[config.mk]
export PLATFORM = sky130hd
export DESIGN_NAME = mem_arbiter
export DESIGN_NICKNAME = d
export VERILOG_FILES = /design/src/rtl/mem_arbiter_pkg.sv /design/src/rtl/mem_arbiter_arb_pick.sv /design/src/rtl/mem_arbiter.sv
export SDC_FILE = /design/constraint.sdc
export NUM_CORES = 1
export LEC_CHECK = 0
export CAP_MARGIN = 20
export CORE_ASPECT_RATIO = 1.1
export CORE_MARGIN = 1.5
export CORE_UTILIZATION = 41
export DETAILED_ROUTE_END_ITERATION = 6
export GPL_TIMING_DRIVEN = 1
export PLACE_DENSITY = 0.87
export SETUP_SLACK_MARGIN = 0.4
export SLEW_MARGIN = 20
export SYNTH_ARGS = -nofsm -noshare
export SYNTH_HDL_FRONTEND = slang
export SYNTH_SLANG_ARGS = --single-unit
[constraint.sdc]
create_clock -name clk -period 2.9 [get_ports clk]
set_input_delay 0.435 -clock clk [delete_from_list [all_inputs] [get_ports clk]]
set_output_delay 0.435 -clock clk [all_outputs]
set_load 0.05 [all_outputs]
[src/rtl/mem_arbiter_pkg.sv]
// Shared types for the I/D memory port arbiter: word and byte-enable types,
// arbiter state encoding and the wait-counter sizing helper.
package mem_arbiter_pkg;

  typedef logic [15:0] lc3b_word;
  typedef logic [1:0]  lc3b_mem_wmask;

  typedef enum logic [1:0] {
    ARB_IDLE    = 2'd0,
    ARB_GRANT_I = 2'd1,
    ARB_GRANT_D = 2'd2
  } lc3b_arb_state;

  typedef enum logic {
    SIDE_I = 1'b0,
    SIDE_D = 1'b1
  } arb_side_e;

  localparam lc3b_mem_wmask WMASK_FULL = 2'b11;

  // Width of a counter that can hold 0..t; a disabled timeout still needs one bit.
  function automatic int cnt_width(input int t);
    return (t > 0) ? $clog2(t + 1) : 1;
  endfunction

endpackage

[src/rtl/mem_arbiter_arb_pick.sv]
// Combinational winner select between the I and D requesters.
module arb_pick
  import mem_arbiter_pkg::*;
#(
  parameter bit D_PRIORITY = 1'b1
) (
  input  logic      i_req,
  input  logic      d_req,
  input  arb_side_e last_grant,
  output logic      grant_i,
  output logic      grant_d
);

  always_comb begin
    grant_i = 1'b0;
    grant_d = 1'b0;
    if (i_req && d_req) begin
      // On a tie, round-robin hands the port to whoever did not have it last.
      if (D_PRIORITY || (last_grant == SIDE_I)) begin
        grant_d = 1'b1;
      end else begin
        grant_i = 1'b1;
      end
    end else begin
      grant_i = i_req;
      grant_d = d_req;
    end
  end

endmodule

[src/rtl/mem_arbiter.sv]
// Shares one physical memory port between instruction fetch (I) and data (D):
// grants one side, registers its command, drives it until pmem_resp, routes the response back.
module mem_arbiter
  import mem_arbiter_pkg::*;
#(
  parameter int D_PRIORITY = 1,
  parameter int TIMEOUT    = 255
) (
  input  logic          clk,
  input  logic          rst_n,
  input  logic          i_read,
  input  lc3b_word      i_addr,
  output logic          i_resp,
  output lc3b_word      i_rdata,
  input  logic          d_read,
  input  logic          d_write,
  input  lc3b_word      d_addr,
  input  lc3b_word      d_wdata,
  input  lc3b_mem_wmask d_wmask,
  output logic          d_resp,
  output lc3b_word      d_rdata,
  output logic          pmem_read,
  output logic          pmem_write,
  output lc3b_word      pmem_addr,
  output lc3b_word      pmem_wdata,
  output lc3b_mem_wmask pmem_wmask,
  input  logic          pmem_resp,
  input  lc3b_word      pmem_rdata,
  output logic          timeout_err,
  output lc3b_arb_state state
);

  // Handshake: a requester raises read/write with stable operands and holds it until the
  // matching *_resp pulse; only IDLE samples requests, and nothing is preempted once granted.

  localparam int             CNT_W     = cnt_width(TIMEOUT);
  localparam logic [CNT_W-1:0] CNT_LIMIT = CNT_W'(TIMEOUT);

  arb_side_e        last_grant;
  logic [CNT_W-1:0] wait_cnt;
  logic [CNT_W-1:0] cnt_inc;
  logic             i_req;
  logic             d_req;
  logic             grant_i;
  logic             grant_d;

  assign i_req = i_read;
  assign d_req = d_read | d_write;

  arb_pick #(
    .D_PRIORITY(D_PRIORITY != 0)
  ) u_pick (
    .i_req     (i_req),
    .d_req     (d_req),
    .last_grant(last_grant),
    .grant_i   (grant_i),
    .grant_d   (grant_d)
  );

  assign cnt_inc = (wait_cnt == '1) ? wait_cnt : wait_cnt + 1'b1;

  always_ff @(posedge clk or negedge rst_n) begin
    if (!rst_n) begin
      state       <= ARB_IDLE;
      pmem_read   <= 1'b0;
      pmem_write  <= 1'b0;
      pmem_addr   <= '0;
      pmem_wdata  <= '0;
      pmem_wmask  <= WMASK_FULL;
      last_grant  <= SIDE_D;
      wait_cnt    <= '0;
      timeout_err <= 1'b0;
    end else begin
      case (state)
        ARB_IDLE: begin
          if (grant_d) begin
            // A D request with both strobes high is treated as a write.
            state      <= ARB_GRANT_D;
            pmem_read  <= ~d_write;
            pmem_write <= d_write;
            pmem_addr  <= d_addr;
            pmem_wdata <= d_wdata;
            pmem_wmask <= d_write ? d_wmask : WMASK_FULL;
            last_grant <= SIDE_D;
            wait_cnt   <= '0;
          end else if (grant_i) begin
            state      <= ARB_GRANT_I;
            pmem_read  <= 1'b1;
            pmem_write <= 1'b0;
            pmem_addr  <= i_addr;
            pmem_wdata <= '0;
            pmem_wmask <= WMASK_FULL;
            last_grant <= SIDE_I;
            wait_cnt   <= '0;
          end
        end
        ARB_GRANT_I, ARB_GRANT_D: begin
          if (pmem_resp) begin
            state      <= ARB_IDLE;
            pmem_read  <= 1'b0;
            pmem_write <= 1'b0;
          end else begin
            // A stalled access keeps going; the error is only a sticky flag.
            wait_cnt <= cnt_inc;
            if ((TIMEOUT > 0) && (cnt_inc >= CNT_LIMIT)) begin
              timeout_err <= 1'b1;
            end
          end
        end
        default: begin
          state      <= ARB_IDLE;
          pmem_read  <= 1'b0;
          pmem_write <= 1'b0;
        end
      endcase
    end
  end

  assign i_resp  = (state == ARB_GRANT_I) && pmem_resp;
  assign d_resp  = (state == ARB_GRANT_D) && pmem_resp;
  assign i_rdata = i_resp ? pmem_rdata : '0;
  assign d_rdata = d_resp ? pmem_rdata : '0;

endmodule

==> Word-level counts from Yosys, hierarchy flattened <==
Index checks and enable logic that the tools add are counted.
{ "word_totals": {"latchBits": 0, "register_bits": 47, "word_cells": 57, "mem_count": 0, "ram_bits": 0, "out_inout_bits": 73, "rom_bits": 0, "in_bits": 72} }
{ "op_classes": {"n_mul": 0, "eq_ne": 6, "n_mux": 27, "reduce_logical": 11, "bitwise_logic": 3, "addsub": 1, "magnitude_cmp": 1, "shift": 0, "div": 0} }
{ "op_table": {"columns": ["operator", "count"], "rows": [
  ["16-bit 2-to-1 mux", 6],
  ["8-bit 2-to-1 mux", 4],
  ["8-bit case mux with 2 select lines", 1],
  ["2-bit 2-to-1 mux", 6],
  ["8-bit by 1-bit adder with 8-bit output, second input constant", 1],
  ["8-bit == test, second input constant", 1],
  ["8-bit greater-or-equal comparator, second input constant", 1],
  ["1-bit 2-to-1 mux", 7],
  ["3-bit AND reduction", 2],
  ["2-bit inequality test, second input constant", 2],
  ["1-bit case mux with 2 select lines", 2],
  ["2-bit case mux with 2 select lines", 1],
  ["2-bit AND reduction", 2],
  ["2-bit nonzero test", 2],
  ["1-bit logical AND", 3],
  ["3-bit inequality test, second input constant", 1],
  ["2-bit by 1-bit == test with 1-bit output, second input constant", 1],
  ["2-bit == test, second input constant", 1],
  ["2-bit logical NOT", 1],
  ["1-bit inverter", 2],
  ["2-bit OR reduction", 1],
  ["1-bit bitwise OR", 1]
]} }

==> Depth between registers and ports, before layout <==
{ "logic_depth": {"depth_word": 6, "ltp_mapped": 7, "ltp_nobuf": 6} }

==> Cells and area by module <==
A second synthesis with hierarchy kept.
{ "hier_totals": {"hier_cells": 243, "area_unflattened_um2": 2444.8} }
{ "by_module_without_submodules": {"columns": ["mod", "cells_per_inst", "area_per_inst_um2", "n_inst"], "rows": [
  ["mem_arbiter", 241, 2434.8, 1],
  ["arb_pick", 2, 10.0, 1]
]} }

==> Worst setup path before layout <==
OpenSTA, ideal clock, no wires.
{ "synth_path": {"kind": "reg2out", "start": "register state[1]", "end": "output d_rdata[10]", "path_slack_ps": 826, "stages_incl_launch_ff": 4, "t_arrival_ps": 1639, "required_time_ps": 2465, "n_path_buf": 1, "path_cell_list": "dfrtp_1 > ha_1 > clkbuf_1 > and3_1"} }
{ "synth_via": {"elab_chain_cells": 3} }
{ "synth_rtl": {"columns": ["item", "line_no", "rtl"], "rows": [
  ["start, declared", "mem_arbiter.sv:30", "output lc3b_arb_state state"],
  ["start signal, assigned", "mem_arbiter.sv:64", "state <= ARB_IDLE;"],
  ["start signal, assigned", "mem_arbiter.sv:78", "state <= ARB_GRANT_D;"],
  ["start signal, assigned", "mem_arbiter.sv:87", "state <= ARB_GRANT_I;"],
  ["2-bit == test", "mem_arbiter.sv:120", "assign d_resp = (state == ARB_GRANT_D) && pmem_resp;"],
  ["1-bit logical AND", "mem_arbiter.sv:120", null],
  ["16-bit 2-to-1 mux", "mem_arbiter.sv:122", "assign d_rdata = d_resp ? pmem_rdata : '0;"],
  ["end, declared", "mem_arbiter.sv:21", "output lc3b_word d_rdata,"]
]} }
Every way passes these cells.

==> Worst setup path in the final report <==
{ "layout_path": {"start": "register state[0]", "end": "output d_rdata[5]"} }
Same word-level chain as after synthesis.

==> impl_metrics.ini <==
[status]
status = finished, final reports clean

[die]
die_area_um2 = 6395
core_area_um2 = 5733
die_h_um = 83.72
pin_count = 145
die_w_um = 76.38
initial_core_util_pct = 42.36
fp-row-count = 29

[synthesis]
synth.largest_area_cell = dfrtp_1
netlist-cell-type-count = 36
synthSimpleGateAreaFrac_pct = 17.77
synth_area_leaders = dfrtp_1 (46%), and3_1 (8.8%), mux2i_1 (7.0%)
synth_top_family_by_area = compound AO/OA/AOI/OAI gates
synth_area_um2 = 2429
synth_compound_area_share_pct = 19.53
async_reset_ff_share_pct = 100.0
ys_seq_area_share_pct = 48.53
synthMuxAreaShare_pct = 7.470
synth-main-ff-cell = dfrtp_1
synth_top_area_share_pct = 46.37
synth-adder-area-share_pct = 2.061
yosysWarnings = 0
synthXorXnorAreaFrac_pct = 0
synthCells = 243
syn_nets = 319
ys_seq_elements = 47
synth_commonest_cells = dfrtp_1 (45), and3_1 (34), nand2_1 (24), o21ai_0 (24), a22o_1 (18)
synth_edf_count = 0
syn_area_per_cell_um2 = 9.994
yosysMostFrequentCell = dfrtp_1

[grt]
grt_usage_pct = 23.11
overflow = 0
grt_pass1_vias = 2433
antenna_found_initial = 0
grt_start_max_net_pins = 53
grt_pass1_wl_um = 11760

[drt]
first_iter_violations = 121
wl_met1_um = 2790
dr.max_layer_used = met4
wl_met2_um = 3874
vias = 2440
post_drt_wl_per_cell_um = 16.30
drcViolationCount = 0
antenna_left = 0
routed_wl_um = 7496
viasPerCell = 5.304
met3_length_um = 728
dr.pass1.iters = 4

[cts]
cts_setup_buffers = 0
path_clk_slew_ps = 80
cts-root-buf = clkbuf_8
cts_buffer_depth = 2
post_cts_resized = 0
cts-buffers-inserted = 5
clock_latency_ps = 300
cts_tree = done
ctsHoldBuffers = 0
cts_htree_levels = 2
cts.sinks = 47

[worst_setup_path]
path_buf_inv = 2
crit_chain = inv_1 -> ha_1 -> and3_1 -> buf_12
critPathMaxFanout = 17
cp.depth = 4
critPathCaptureType = output pin
slowest_stage = dfrtp_1
critPathLaunchType = register
critical_path_class = register to output pin
r2r_cells = 6
critPathRequiredTime_ps = 2470
cpLargestDelayFamily = flip-flops
cp.arrival_ps = 1730
slowest_delay_ps = 430

[job]
maxCapViolations = 0

[cells_and_area]
postLayoutCoreUtil_pct = 76.01
nFillCells = 384
drive_gt1_share_pct = 14.10
num-nets-final = 458
syn2layout_area_growth_pct = 79.44
diodes = 0

[timing]
worstMarginPinSlew_ps = 709.1
finalHoldViolCount = 0
skew_ps = 5.962
finalCritPeriodShare_pct = 74.49
setup_viol = 0
fmax_mhz = 462.9
period_needed_ps = 2160
setup_tns_ps = 0
rsz0062_at_grt = false
report.final.slew_viol_count = 0
slew_headroom_pct = 52.68

[power_and_ir_drop]
pwr_density_cell_nw_per_um2 = 1034
p_leak_nw = 1.955
ir_worst_vdd_mv = 0.7852

[place]
gp_congestion = 0.8890
hpwlAfterDp_um = 5865
port_buffers = 144

[hold_path]
hp-class = input pin to async pin
[flip-flops by register name, summed over array words and instances, names as in the netlist]
name         cells
pmem_wdata      16
wait_cnt         8
pmem_write       1
state            2
pmem_wmask       2
pmem_addr       16
pmem_read        1
timeout_err      1
[cell families after synthesis]
kind of cell | count (synthesis)
buf+inv | 27
fa+ha+maj | 4
compound gates | 69
flops | 47
simple gates | 78
mux | 18
[through the flow]
| stage | instance area [µm²] | setup WS [ps] | power (mW) | hold slack, ps | instances |
|---|---|---|---|---|---|
| 4_1_cts | 4355 | 726.0 | 4.535 | 336.8 | 460 |
| 5_1_grt | 4358 | 641.3 | 4.719 | 172.1 | 460 |
| 6_report | 4358 | 739.7 | 4.506 | 125.6 | 460 |
| 2_1_floorplan | 2429 | 825.7 | 2.979 | 139.4 | 243 |
| 3_5_place_dp | 4260 | 754.7 | 4.106 | 458.6 | 452 |
| 3_3_place_gp | 4260 | 816.8 | 4.031 | 461.3 | 452 |
[metal layers]
layer	vias up	track usage (%)
met2	145	41.88
met4	0	6.734
met3	9	6.448
li1	1159	-
met1	1127	26.38
met5	-	0
[power breakdown]
group	switching (mW)	leakage, nW	internal [mW]
combinational	1.88	1.32	1.09
clock	0.214	0.0484	0.195
sequential	0.179	0.590	0.942
total	2.27	1.95	2.23
[worst paths after layout]
path,from,slack (ps),endpoint
worst min register to register,timeout_err,480,timeout_err
max in group asynchronous,rst_n,2380,pmem_addr[5]
worst max register to register,state[0],960,wait_cnt[0]
worst min-delay path,rst_n,130,pmem_wdata[7]
min in group clk,timeout_err,480,timeout_err
worst max-delay path,state[0],740,d_rdata[5]
[layout by cell type, fill, tap and decap left out, types with 2 or more instances in the layout]
cell,n
nor2_1,8
mux2i_1,17
o21ai_0,24
a31oi_1,2
a21oi_1,12
and3_1,34
a22o_1,18
nand4_1,2
buf_4,5
clkbuf_8,6
inv_1,11
dfrtp_1,45
dfstp_2,2
buf_12,34
and2_1,3
nand2_1,24
ha_1,4
a41oi_1,2
o22ai_1,2
clkdlybuf4s50_1,109
[final cells by class]
cell class | count | area [µm²] | share of cell area (%)
multi-input cells | 169 | 1137 | 26.10
clock buffers | 7 | 86.33 | 1.981
flip-flops and latches | 47 | 1179 | 27.05
clock inverters | 1 | 8.758 | 0.2010
well taps | 77 | 96.34 | 2.211
repair buffers | 148 | 1809 | 41.52
inverters | 11 | 41.29 | 0.9475
[worst register-to-register path, delay by kind of cell, from the launching register on]
| kind | cells | cell delay [ps] |
|---|---|---|
| and+or+nand+nor | 1 | 230 |
| DFF | 1 | 430 |
| muxes | 1 | 110 |
| buffers and inverters | 1 | 90 |
| adders and majority gates | 1 | 310 |
| AOI/OAI and AO/OA | 2 | 670 |
Note: power is estimated with default switching activity, not from simulation.
==> RTL change 1, RTL diff (same settings) <==
`D_PRIORITY` is set to 1 in 2 places; all go to 0.
--- a/src/rtl/mem_arbiter_arb_pick.sv
+++ b/src/rtl/mem_arbiter_arb_pick.sv
@@ -2,7 +2,7 @@
 module arb_pick
   import mem_arbiter_pkg::*;
 #(
-  parameter bit D_PRIORITY = 1'b1
+  parameter bit D_PRIORITY = 1'b0
 ) (
   input  logic      i_req,
   input  logic      d_req,
--- a/src/rtl/mem_arbiter.sv
+++ b/src/rtl/mem_arbiter.sv
@@ -3,7 +3,7 @@
 module mem_arbiter
   import mem_arbiter_pkg::*;
 #(
-  parameter int D_PRIORITY = 1,
+  parameter int D_PRIORITY = 0,
   parameter int TIMEOUT    = 255
 ) (
   input  logic          clk,
Behaviour: not the same (a bounded check fails within 4 cycles, from zero or initial values and one cycle with rst_n low).
==> RTL change 1 against the unedited design <==
  * Sequential cell count up 1
  * Synthesized area grew 4.4%
  * Register-to-register slack got worse by 0.13 ns
  * Setup slack improved by 0.010 ns
  * Total power fell by 0.11%
  * Routed wire length increased by 0.43%
  * Cell area increased by 0.95%
  * Cell count increased by 1.3%
  * Largest cell class unchanged
  * Largest power group unchanged
  * Highest routed layer unchanged
==> RTL change 1: results (changes against the unedited design) <==
.. list-table::
   :header-rows: 1

   * - Metric
     - Value
   * - Multiplexer share of the synthesized area
     - 6.71% (was 7.47%)
   * - Area post-placement
     - 4320 um2 (was 4260 um2)
   * - Initial DRT Pass Iterations
     - 5 (was 4)
   * - Leakage component of the power
     - 1.98 nW (was 1.95 nW)
   * - Power consumed by combinational cells
     - 2.99 mW (was 2.98 mW)
   * - Starting DRT DRC Count
     - 175 (was 121)
   * - Routed vias
     - 2535 (was 2440)
   * - Worst IR drop on VDD
     - 0.000659 V (was 0.000785 V)
   * - Largest net degree at the start of global routing
     - 49 (was 53)
   * - Compound-Gate Fraction of Synth Area
     - 19.0% (was 19.5%)
   * - Net switching share of the total power
     - 50.4% (was 50.5%)
   * - Most area-consuming cells after synthesis
     - sky130_fd_sc_hd__dfrtp_1, sky130_fd_sc_hd__and3_1, sky130_fd_sc_hd__mux2i_1 (unchanged)
   * - Fin area
     - 4400 um2 (was 4360 um2)
   * - Worst Clk Skew
     - 0.00199 ns (was 0.00596 ns)
   * - Layout cells sized above 1
     - 14.4% (was 14.1%)
   * - Clock share of power
     - 8.5% (was 9.1%)
   * - Most used standard cells in the synthesized netlist
     - sky130_fd_sc_hd__dfrtp_1, sky130_fd_sc_hd__and3_1, sky130_fd_sc_hd__nand2_1, sky130_fd_sc_hd__o21ai_0, sky130_fd_sc_hd__a22o_1 (unchanged)
   * - Aggregate routed wire length
     - 7530 um (was 7500 um)
   * - Worst slew margin relative to its limit
     - 55.8% (was 52.7%)
   * - Filler cell count
     - 444 (was 384)
   * - Run status
     - completed (unchanged)
   * - First-pass GRT wire length
     - 12500 um (was 11800 um)
   * - Net count after synthesis
     - 326 (was 319)
   * - Placer congestion estimate
     - 0.925 (was 0.889)
   * - Register share of total power
     - 25.1% (was 24.9%)
   * - Setup Slack @ Placement
     - 0.663 ns (was 0.755 ns)
   * - Post-synthesis sequential area ratio
     - 47.5% (was 48.5%)
   * - Synth Area in XOR/XNOR
     - 0.345% (was 0%)
RTL change 1: cell count changes after synthesis, moves of 3 or more:
| cell | change |
|---|---|
| sky130_fd_sc_hd__a21oi_1 | -6 |
| sky130_fd_sc_hd__a311oi_1 | +4 |
| sky130_fd_sc_hd__buf_6 | +4 |
| sky130_fd_sc_hd__clkbuf_1 | -3 |
| sky130_fd_sc_hd__inv_1 | -5 |
| sky130_fd_sc_hd__nand3_1 | +5 |
| sky130_fd_sc_hd__o21ai_0 | -4 |
RTL change 1: cells by family after synthesis:
group           count (synthesis)
simple gates                   88
compound gates                 68
flops                          48
fa+ha+maj                       4
mux                            17
buf+inv                        24
xor+xnor                        1
RTL change 1: final timing paths:
kind | to | start | slack [ns] | cells after the start
worst min-delay path | wait_cnt[5] | rst_n | 0.13 | 1
worst min register to register | timeout_err | timeout_err | 0.47 | 1
worst max-delay path | d_rdata[8] | state[0] | 0.75 | 4
min in group clk | timeout_err | timeout_err | 0.47 | 1
max in group asynchronous | pmem_wdata[5] | rst_n | 2.36 | 1
worst max register to register | wait_cnt[6] | state[0] | 0.83 | 6
RTL change 1: routing by layer:
layer | vias up | wire [um] | global-route usage (%)
met5 | - | 0 | 0
met4 | 0 | 144 | 8.60
met3 | 12 | 605 | 5.96
met2 | 137 | 3900 | 42.2
met1 | 1193 | 2880 | 27.3
li1 | 1193 | - | -
RTL change 1: layout make-up:
type / instances / share of cell area [%]
Clock inverter: 1 / 0.114
Clock buffer: 7 / 1.73
Multi-Input combinational cell: 178 / 27.3
Inverter: 6 / 0.512
Sequential cell: 48 / 27.4
Tap cell: 77 / 2.19
Timing Repair Buffer: 149 / 40.7
==> RTL change 2, RTL diff (same settings) <==
Made on the original files. Register the output `d_resp`; this adds one clock of latency there. The other outputs are not delayed to match.
--- a/src/rtl/mem_arbiter.sv
+++ b/src/rtl/mem_arbiter.sv
@@ -35,6 +35,8 @@
 
   localparam int             CNT_W     = cnt_width(TIMEOUT);
   localparam logic [CNT_W-1:0] CNT_LIMIT = CNT_W'(TIMEOUT);
+
+  logic d_resp_d;
 
   arb_side_e        last_grant;
   logic [CNT_W-1:0] wait_cnt;
@@ -117,9 +119,13 @@
   end
 
   assign i_resp  = (state == ARB_GRANT_I) && pmem_resp;
-  assign d_resp  = (state == ARB_GRANT_D) && pmem_resp;
+  assign d_resp_d = (state == ARB_GRANT_D) && pmem_resp;
   assign i_rdata = i_resp ? pmem_rdata : '0;
-  assign d_rdata = d_resp ? pmem_rdata : '0;
+  assign d_rdata = d_resp_d ? pmem_rdata : '0;
+
+  always_ff @(posedge clk) begin
+    d_resp <= d_resp_d;
+  end
 
 endmodule
 
Behaviour: not the same (Yosys sat finds a counterexample within 4 cycles, from zero or initial values and one cycle with rst_n low).
==> RTL change 2 against the unedited design <==
  * Cell count increased by 0.22%
  * Routed wire length decreased by 0.56%
  * Total power increased by 0.55%
  * Sequential cell count increased by 1
  * Setup slack improved by 0.0050 ns
  * Utilization decreased by 0.28 points
  * Synthesized area increased by 0.82%
  * Count of clock-buffer cells in the layout decreased by 1
  * Sequential share of layout area increased by 0.39 points
  * Critical path type unchanged
  * Cell area increased by 0.26%
==> RTL change 2: results (changes against the unedited design) <==
.. list-table::
   :header-rows: 1

   * - Metric
     - Value
   * - Clock latency at the later pin of the worst-skew pair
     - 0.31 ns
   * - Worst Clk Skew
     - 0.00800 ns (was 0.00596 ns)
   * - Cell Count Post-Placement
     - 453 (was 452)
   * - Most used standard cells in the synthesized netlist
     - sky130_fd_sc_hd__dfrtp_1, sky130_fd_sc_hd__and3_1, sky130_fd_sc_hd__nand2_1, sky130_fd_sc_hd__o21ai_0, sky130_fd_sc_hd__a22o_1 (unchanged)
   * - Run status
     - completed (unchanged)
   * - Clock transition time at the flip-flop clock pins of the worst setup and hold paths
     - 0.09 ns
   * - Highest fanout seen on the critical path
     - 17 (unchanged)
   * - Number of buffers on the longest clock path
     - 2 (unchanged)
   * - Post-synthesis sequential area ratio
     - 49.0% (was 48.5%)
   * - Maximum level of the CTS H-tree
     - 2 (unchanged)
   * - Starting DRT DRC Count
     - 146 (was 121)
   * - Post-synthesis cell type count
     - 37 (was 36)
   * - Leakage component of the power
     - 1.96 nW (was 1.95 nW)
   * - Path category of the worst min-delay check
     - in2async (unchanged)
   * - Net count reported at finish
     - 459 (was 458)
   * - Routed vias
     - 2410 (was 2440)
   * - First-pass GRT wire length
     - 12100 um (was 11800 um)
   * - Fraction of synthesis flops using an asynchronous set or reset pin
     - 97.9% (was 100%)
   * - Placer congestion estimate
     - 0.953 (was 0.889)
   * - CTS root buf
     - sky130_fd_sc_hd__clkbuf_8 (unchanged)
   * - CTS Buf Count
     - 5 (unchanged)
   * - Aggregate routed wire length
     - 7450 um (was 7500 um)
   * - Worst IR drop on VDD
     - 0.000899 V (was 0.000785 V)
   * - Total of warnings raised by yosys
     - 0 (unchanged)
   * - Layout cells sized above 1
     - 14.1% (about the same)
   * - Multiplexer share of the synthesized area
     - 7.41% (was 7.47%)
   * - Avg Cell Area, Syn
     - 10.0 um2 (was 9.99 um2)
   * - Compound-Gate Fraction of Synth Area
     - 19.4% (was 19.5%)
   * - Critical path data arrival time
     - between 1.5 and 2 ns
   * - Net count after synthesis
     - 320 (was 319)
   * - Worst slew margin relative to its limit
     - 54.8% (was 52.7%)
   * - Most area-consuming cells after synthesis
     - sky130_fd_sc_hd__dfrtp_1, sky130_fd_sc_hd__and3_1, sky130_fd_sc_hd__mux2i_1 (unchanged)
   * - N_diodes
     - 0 (unchanged)
   * - Placed wire-length estimate
     - 5760 um (was 5860 um)
   * - Synth Area in XOR/XNOR
     - 0% (unchanged)
   * - Fraction of the mapped netlist area in adder cells
     - 2.04% (was 2.06%)
   * - Routed vias/inst
     - 5.23 (was 5.30)
   * - Post_cts resized
     - 0 (unchanged)
   * - Overall track demand over capacity in global routing
     - 23.6% (was 23.1%)
==> RTL change 2: kinds of logic (layout without fill, tap and decap cells) <==
logic type	count (synthesis)	count (layout)
buf+inv	27	167
fa+ha+maj	4	4
mux	18	18
flops	48	48
simple gates	78	78
compound gates	69	69
==> RTL change 2: power by group <==
| group | leakage (nW) | internal [mW] | total (mW) | switching, mW |
|---|---|---|---|---|
| Combinational | 1.31 | 1.09 | 2.96 | 1.88 |
| Clock | 0.0516 | 0.195 | 0.428 | 0.233 |
| Sequential | 0.598 | 0.960 | 1.14 | 0.180 |
==> RTL change 2: layer usage <==
layer / vias to the layer above / share of wire, % / track usage [%]
met2: 117 / 51 / 43.0
met3: 7 / 7.3 / 6.23
met4: 0 / 1.0 / 5.56
li1: 1158 / - / -
met1: 1128 / 40 / 27.3
met5: - / 0 / 0
==> RTL change 2: layout make-up <==
cell class              count  area, um2
clock buffers               6       82.6
clock inverters             2       13.8
fillers                   383       1400
inverters                  11       41.3
multi-input cells         169       1140
flip-flops and latches     48       1200
well taps                  77       96.3
repair buffers            148       1800
==> RTL change 2: worst paths after layout <==
check,startpoint,endpoint,slack (ns),depth (start not counted)
max reg2reg,state[1],wait_cnt[0],0.99,6
min reg2reg,timeout_err,timeout_err,0.49,1
max,state[1],i_rdata[15],0.74,4
max in group asynchronous,rst_n,wait_cnt[1],2.37,1
min,rst_n,wait_cnt[0],0.12,1
min in group clk,timeout_err,timeout_err,0.49,1
==> RTL change 2: critical path, delay by kind of cell (launching register included) <==
kind | cells | cell delay, ns
adders and majority gates | 1 | 0.42
and+or+nand+nor | 1 | 0.30
DFF | 1 | 0.44
buffers and inverters | 2 | 0.26
==> RTL change 2: per-stage QoR <==
stage	utilization, %	cell area (um2)	worst slack [ns]	power [mW]	hold WS (ns)
2_1_floorplan	-	2450	0.826	3.00	0.139
3_3_place_gp	74.0	4270	0.857	4.03	0.458
3_5_place_dp	74.0	4270	0.750	4.12	0.475
4_1_cts	75.7	4370	0.716	4.55	0.333
5_1_grt	75.7	4370	0.594	4.75	0.165
6_report	75.7	4370	0.745	4.53	0.120
